<file path="src/rtl/uart_transmitter.sv">
// UART serialiser: start bit, DATA_BITS data bits LSB first, optional parity bit, STOP_BITS stop bits.
// The source hands bytes over with a ready/valid handshake. Back-to-back frames follow with no idle gap.
module uart_transmitter #(
  parameter int CYCLES_PER_SYMBOL = 125_000_000 / 115_200,
  parameter int DATA_BITS         = 8,
  parameter int STOP_BITS         = 1,
  parameter int PARITY            = 0
) (
  input  logic                 clk,
  input  logic                 rst,
  input  logic [DATA_BITS-1:0] data_in,
  input  logic                 data_valid,
  output logic                 data_ready,
  output logic                 signal_out,
  output logic                 busy
);
  localparam int SYM_W    = $clog2(CYCLES_PER_SYMBOL) + 1;
  localparam int MAX_BITS = (DATA_BITS > STOP_BITS) ? DATA_BITS : STOP_BITS;
  localparam int BIT_W    = $clog2(MAX_BITS) + 1;

  localparam logic [SYM_W-1:0] SYM_LAST  = SYM_W'(CYCLES_PER_SYMBOL - 1);
  localparam logic [BIT_W-1:0] DATA_LAST = BIT_W'(DATA_BITS - 1);
  localparam logic [BIT_W-1:0] STOP_LAST = BIT_W'(STOP_BITS - 1);

  localparam logic [2:0] S_IDLE   = 3'd0;
  localparam logic [2:0] S_START  = 3'd1;
  localparam logic [2:0] S_DATA   = 3'd2;
  localparam logic [2:0] S_PARITY = 3'd3;
  localparam logic [2:0] S_STOP   = 3'd4;

  logic [2:0]           state_q, state_d;
  logic [SYM_W-1:0]     sym_cnt_q, sym_cnt_d;
  logic [BIT_W-1:0]     bit_cnt_q, bit_cnt_d;
  logic [DATA_BITS-1:0] shift_q, shift_d;
  logic                 par_q, par_d;
  logic                 signal_out_q, signal_out_d;
  logic                 busy_q, busy_d;
  logic                 sym_end, last_stop, xfer, par_calc;

  assign par_calc = (PARITY == 1) ? ~(^data_in) : ^data_in;

  always_comb begin
    state_d   = state_q;
    sym_cnt_d = sym_cnt_q;
    bit_cnt_d = bit_cnt_q;
    shift_d   = shift_q;
    par_d     = par_q;

    sym_end    = (sym_cnt_q == SYM_LAST);
    last_stop  = (state_q == S_STOP) && sym_end && (bit_cnt_q == STOP_LAST);
    data_ready = !rst && ((state_q == S_IDLE) || last_stop);
    xfer       = data_valid && data_ready;

    if (state_q != S_IDLE)
      sym_cnt_d = sym_end ? '0 : sym_cnt_q + SYM_W'(1);

    case (state_q)
      S_IDLE: ;
      S_START:
        if (sym_end) begin
          state_d   = S_DATA;
          bit_cnt_d = '0;
        end
      S_DATA:
        if (sym_end) begin
          shift_d = shift_q >> 1;
          if (bit_cnt_q == DATA_LAST) begin
            bit_cnt_d = '0;
            state_d   = (PARITY != 0) ? S_PARITY : S_STOP;
          end else begin
            bit_cnt_d = bit_cnt_q + BIT_W'(1);
          end
        end
      S_PARITY:
        if (sym_end) begin
          state_d   = S_STOP;
          bit_cnt_d = '0;
        end
      S_STOP:
        if (sym_end) begin
          if (bit_cnt_q == STOP_LAST) begin
            state_d   = S_IDLE;
            bit_cnt_d = '0;
          end else begin
            bit_cnt_d = bit_cnt_q + BIT_W'(1);
          end
        end
      default: state_d = S_IDLE;
    endcase

    // A transfer wins over the STOP->IDLE exit so the next start bit follows with no gap.
    if (xfer) begin
      state_d   = S_START;
      sym_cnt_d = '0;
      bit_cnt_d = '0;
      shift_d   = data_in;
      par_d     = par_calc;
    end

    // The line level is decoded from the next state so the pin is driven straight from a flop.
    case (state_d)
      S_START:  signal_out_d = 1'b0;
      S_DATA:   signal_out_d = shift_d[0];
      S_PARITY: signal_out_d = par_d;
      default:  signal_out_d = 1'b1;
    endcase
    busy_d = (state_d != S_IDLE);
  end

  always_ff @(posedge clk) begin
    if (rst) begin
      state_q      <= S_IDLE;
      sym_cnt_q    <= '0;
      bit_cnt_q    <= '0;
      shift_q      <= '0;
      par_q        <= 1'b0;
      signal_out_q <= 1'b1;
      busy_q       <= 1'b0;
    end else begin
      state_q      <= state_d;
      sym_cnt_q    <= sym_cnt_d;
      bit_cnt_q    <= bit_cnt_d;
      shift_q      <= shift_d;
      par_q        <= par_d;
      signal_out_q <= signal_out_d;
      busy_q       <= busy_d;
    end
  end

  assign signal_out = signal_out_q;
  assign busy       = busy_q;
endmodule
</file>
<file path="config.mk">
export PLATFORM = sky130hd
export DESIGN_NAME = uart_transmitter
export DESIGN_NICKNAME = d
export VERILOG_FILES = /design/src/rtl/uart_transmitter.sv
export SDC_FILE = /design/constraint.sdc
export NUM_CORES = 1
export LEC_CHECK = 0
export CORE_MARGIN = 3
export CORE_UTILIZATION = 30
export CTS_CLUSTER_DIAMETER = 120
export CTS_CLUSTER_SIZE = 20
export DETAILED_ROUTE_END_ITERATION = 12
export SYNTH_ARGS = -nofsm -noshare
export SYNTH_HDL_FRONTEND = slang
export SYNTH_SLANG_ARGS = --single-unit
</file>
<file path="constraint.sdc">
create_clock -name clk -period 2.5 [get_ports clk]
set_clock_uncertainty 0.15 [all_clocks]
set_input_delay 0.5 -clock clk [delete_from_list [all_inputs] [get_ports clk]]
set_output_delay 0.5 -clock clk [all_outputs]
set_load 0.02 [all_outputs]
</file>
==> metrics.yaml <==
floorplanning:
  die_w_um: 81.5
  fp-row-count: 26
  pin_count: 14
  initial_core_util: 0.322
  coreArea_um2: 5300
  die-height_um: 81.5
  die_area_um2: 6630
routing:
  vias: 1465
  dr.pass1.iters: 4
  routed-wl-met2_um: 1670
  wl_met1_um: 1720
  post_drt_wl_per_cell_um: 12.3
  postRouteWirelength_um: 3680
  drc: 0
  top_layer: "met4"
  ant_nets: 0
  drt_iter0_markers: 105
  viasPerCell: 4.92
  wl_met3_um: 214
setup_path:
  arrival_ns: 1.75
  crit_fanout: 3
  rr_worst_depth: 9
  slowest_stage: "dlygate4sd1_1"
  path_class: "reg2out"
  critPathRequiredTime_ns: 1.85
  cpPeakStageDelay_ns: 0.35
  endpoint_kind: "output port"
  start_kind: "flop"
  crit_path_cell_trace: "inv_1, ha_1, nor3b_2, a41oi_2, nor3_1, dlygate4sd1_1"
sta:
  max_freq_mhz: 417
  final_max_slew_viol_count: 0
  period_minus_slack_ns: 2.40
  slew_headroom: 0.710
  hold_slack_ns: 0.327
  hold_viol: 0
  finalSetupViolations: 0
  fin_tns_setup_ns: 0
  final.period_utilization: 0.960
  rsz0062_at_grt: "false"
  worst_pin_slew_ns: 0.430
finish:
  fin_nets: 242
  drive_gt1_frac: 0.171
  diodes: 0
  fillCellCount: 535
  area_growth_pct: 21.5
  fin_util: 0.391
power_and_ir_drop:
  p_leak_nw: 0.759
  power.density_nw_per_um2: 501
  ir_drop_v: 0.000241
cts:
  cts_setup_buffers: 0
  cts-hold-fix-buffers: 0
  clockBufferDepth: 2
  clk_pin_slew_worst_paths_ns: 0.06
  cts-root-buf: "clkbuf_8"
  cts.sink_count: 30
  h-tree-depth: 2
  clk_latency_ns: 0.28
  numCtsBuffers: 5
  cts_tree: "built"
global_routing:
  grt_usage: 0.124
  grt_max_degree: 18
  grt_pass1_wl_um: 6360
  grt-ovfl-total: 0
  grt_pass1_vias: 1398
  grt_antenna_before_repair: 0
synthesis:
  synth_async_sr_flop_share: 0
  synthesis.nets: 216
  synth.top_cell.area_share: 0.352
  synth_edf_count: 0
  synthFlopType: "dfxtp_1"
  netlist_area_um2: 1710
  synthTopCellsByArea: "dfxtp_1 (35%), nor2_1 (6.8%), nand2_1 (4.6%), xnor2_1 (4.6%), a311oi_2 (4.4%)"
  synth_seq_cells: 30
  synth_top_area_cell: "dfxtp_1"
  synth_common_cells: "nor2_1 (31), dfxtp_1 (30), nand2_1 (21)"
  ys_warn_count: 0
  yosysSeqAreaShare: 0.352
  yosysUniqueCellTypes: 42
  syn_inst: 201
  postSynthAreaPerCell_um2: 8.50
  yosysMostFrequentCell: "nor2_1"
min_path:
  hold_depth: 2
  hold_class: "reg2reg"
placed_design:
  port_buffers: 13
  hpwl_um: 2720
  gp_congestion: 0.783
outcome:
  status: "finished, final reports clean"
job:
  cap_violations: 0
stage by stage:
step                      area [um2]  worst slack [ns]  instances  power (mW)
after CTS                       2080            0.0520        298        1.06
after detailed placement        1990            0.0317        290       0.648
after floorplan                 1710             0.342        201       0.603
final                           2080             0.101        298        1.04
after global placement          1990         -0.000223        290       0.648
after global routing            2080           0.00164        298        1.09
cell families after synthesis:
kind of cell,Yosys count,share of synthesized area
adders and majority gates,4,0.0293
buffers and inverters,18,0.0550
xor gates and xnor gates,17,0.0872
DFF,30,0.352
muxes,4,0.0234
and+or+nand+nor,99,0.297
AOI/OAI and AO/OA,29,0.156
state kept, by name (all words and copies together) (netlist names):
signal,flops
state_q,3
bit_cnt_q,4
busy,1
shift_q,8
signal_out,1
sym_cnt_q,12
par_q,1
cell usage in the layout (no fill, tap or decap), types with 2 or more instances in the layout:
cell / count
nand2_1: 21
mux2i_1: 4
xnor2_1: 9
a311oi_2: 5
a21oi_1: 5
a41oi_1: 2
xor2_1: 8
nor3b_2: 3
inv_1: 7
or3_1: 2
nor2b_1: 2
a211oi_2: 2
nand3_1: 15
nand4_1: 5
o21ai_0: 2
nand3b_1: 2
clkbuf_8: 6
nand2b_1: 4
ha_1: 4
buf_4: 17
dfxtp_1: 30
clkdlybuf4s50_1: 12
nor2_1: 31
nor3_1: 9
o21a_1: 2
what timing repair did:
item,CTS,global route
setup endpoints to repair,1,1
gates resized for setup,1,2
pin swaps,0,0
worst max-delay path, delay by kind of cell, from the launching register on:
| kind | cells | cell delay [ns] |
|---|---|---|
| buffers and inverters | 2 | 0.44 |
| AND/OR/NAND/NOR | 2 | 0.42 |
| flip-flops | 1 | 0.32 |
| AO/OA/AOI/OAI | 1 | 0.16 |
| adder cells (fa/ha/maj) | 1 | 0.14 |
cell type report:
class                   instances  area, um2  area share
clock buffers                   7       86.3      0.0416
clock inverters                 1       5.00     0.00241
well taps                      70       87.6      0.0422
multi-input cells             153       1010       0.488
flip-flops and latches         30        601       0.289
repair buffers                 30        256       0.124
inverters                       7       26.3      0.0127
routing by layer:
layer  vias to the layer above  global-route usage
li1                        752                   -
met5                         -                   0
met2                        34               0.195
met4                         0              0.0591
met3                         8              0.0318
met1                       671               0.156
power breakdown:
part	leakage, nW	internal, mW	switching [mW]	total (mW)
logic	0.467	0.0663	0.0714	0.138
clock network	0.0482	0.222	0.180	0.402
registers	0.244	0.494	0.00628	0.500
total	0.759	0.781	0.258	1.04
worst paths after layout:
| check | startpoint | end | slack [ns] |
|---|---|---|---|
| max | bit_cnt_q[0] | data_ready | 0.10 |
| min | shift_q[7] | shift_q[7] | 0.33 |
| max reg2reg | bit_cnt_q[0] | par_q | 0.30 |
| min reg2reg | shift_q[7] | shift_q[7] | 0.33 |
Note: power is estimated with default switching activity, not from simulation.
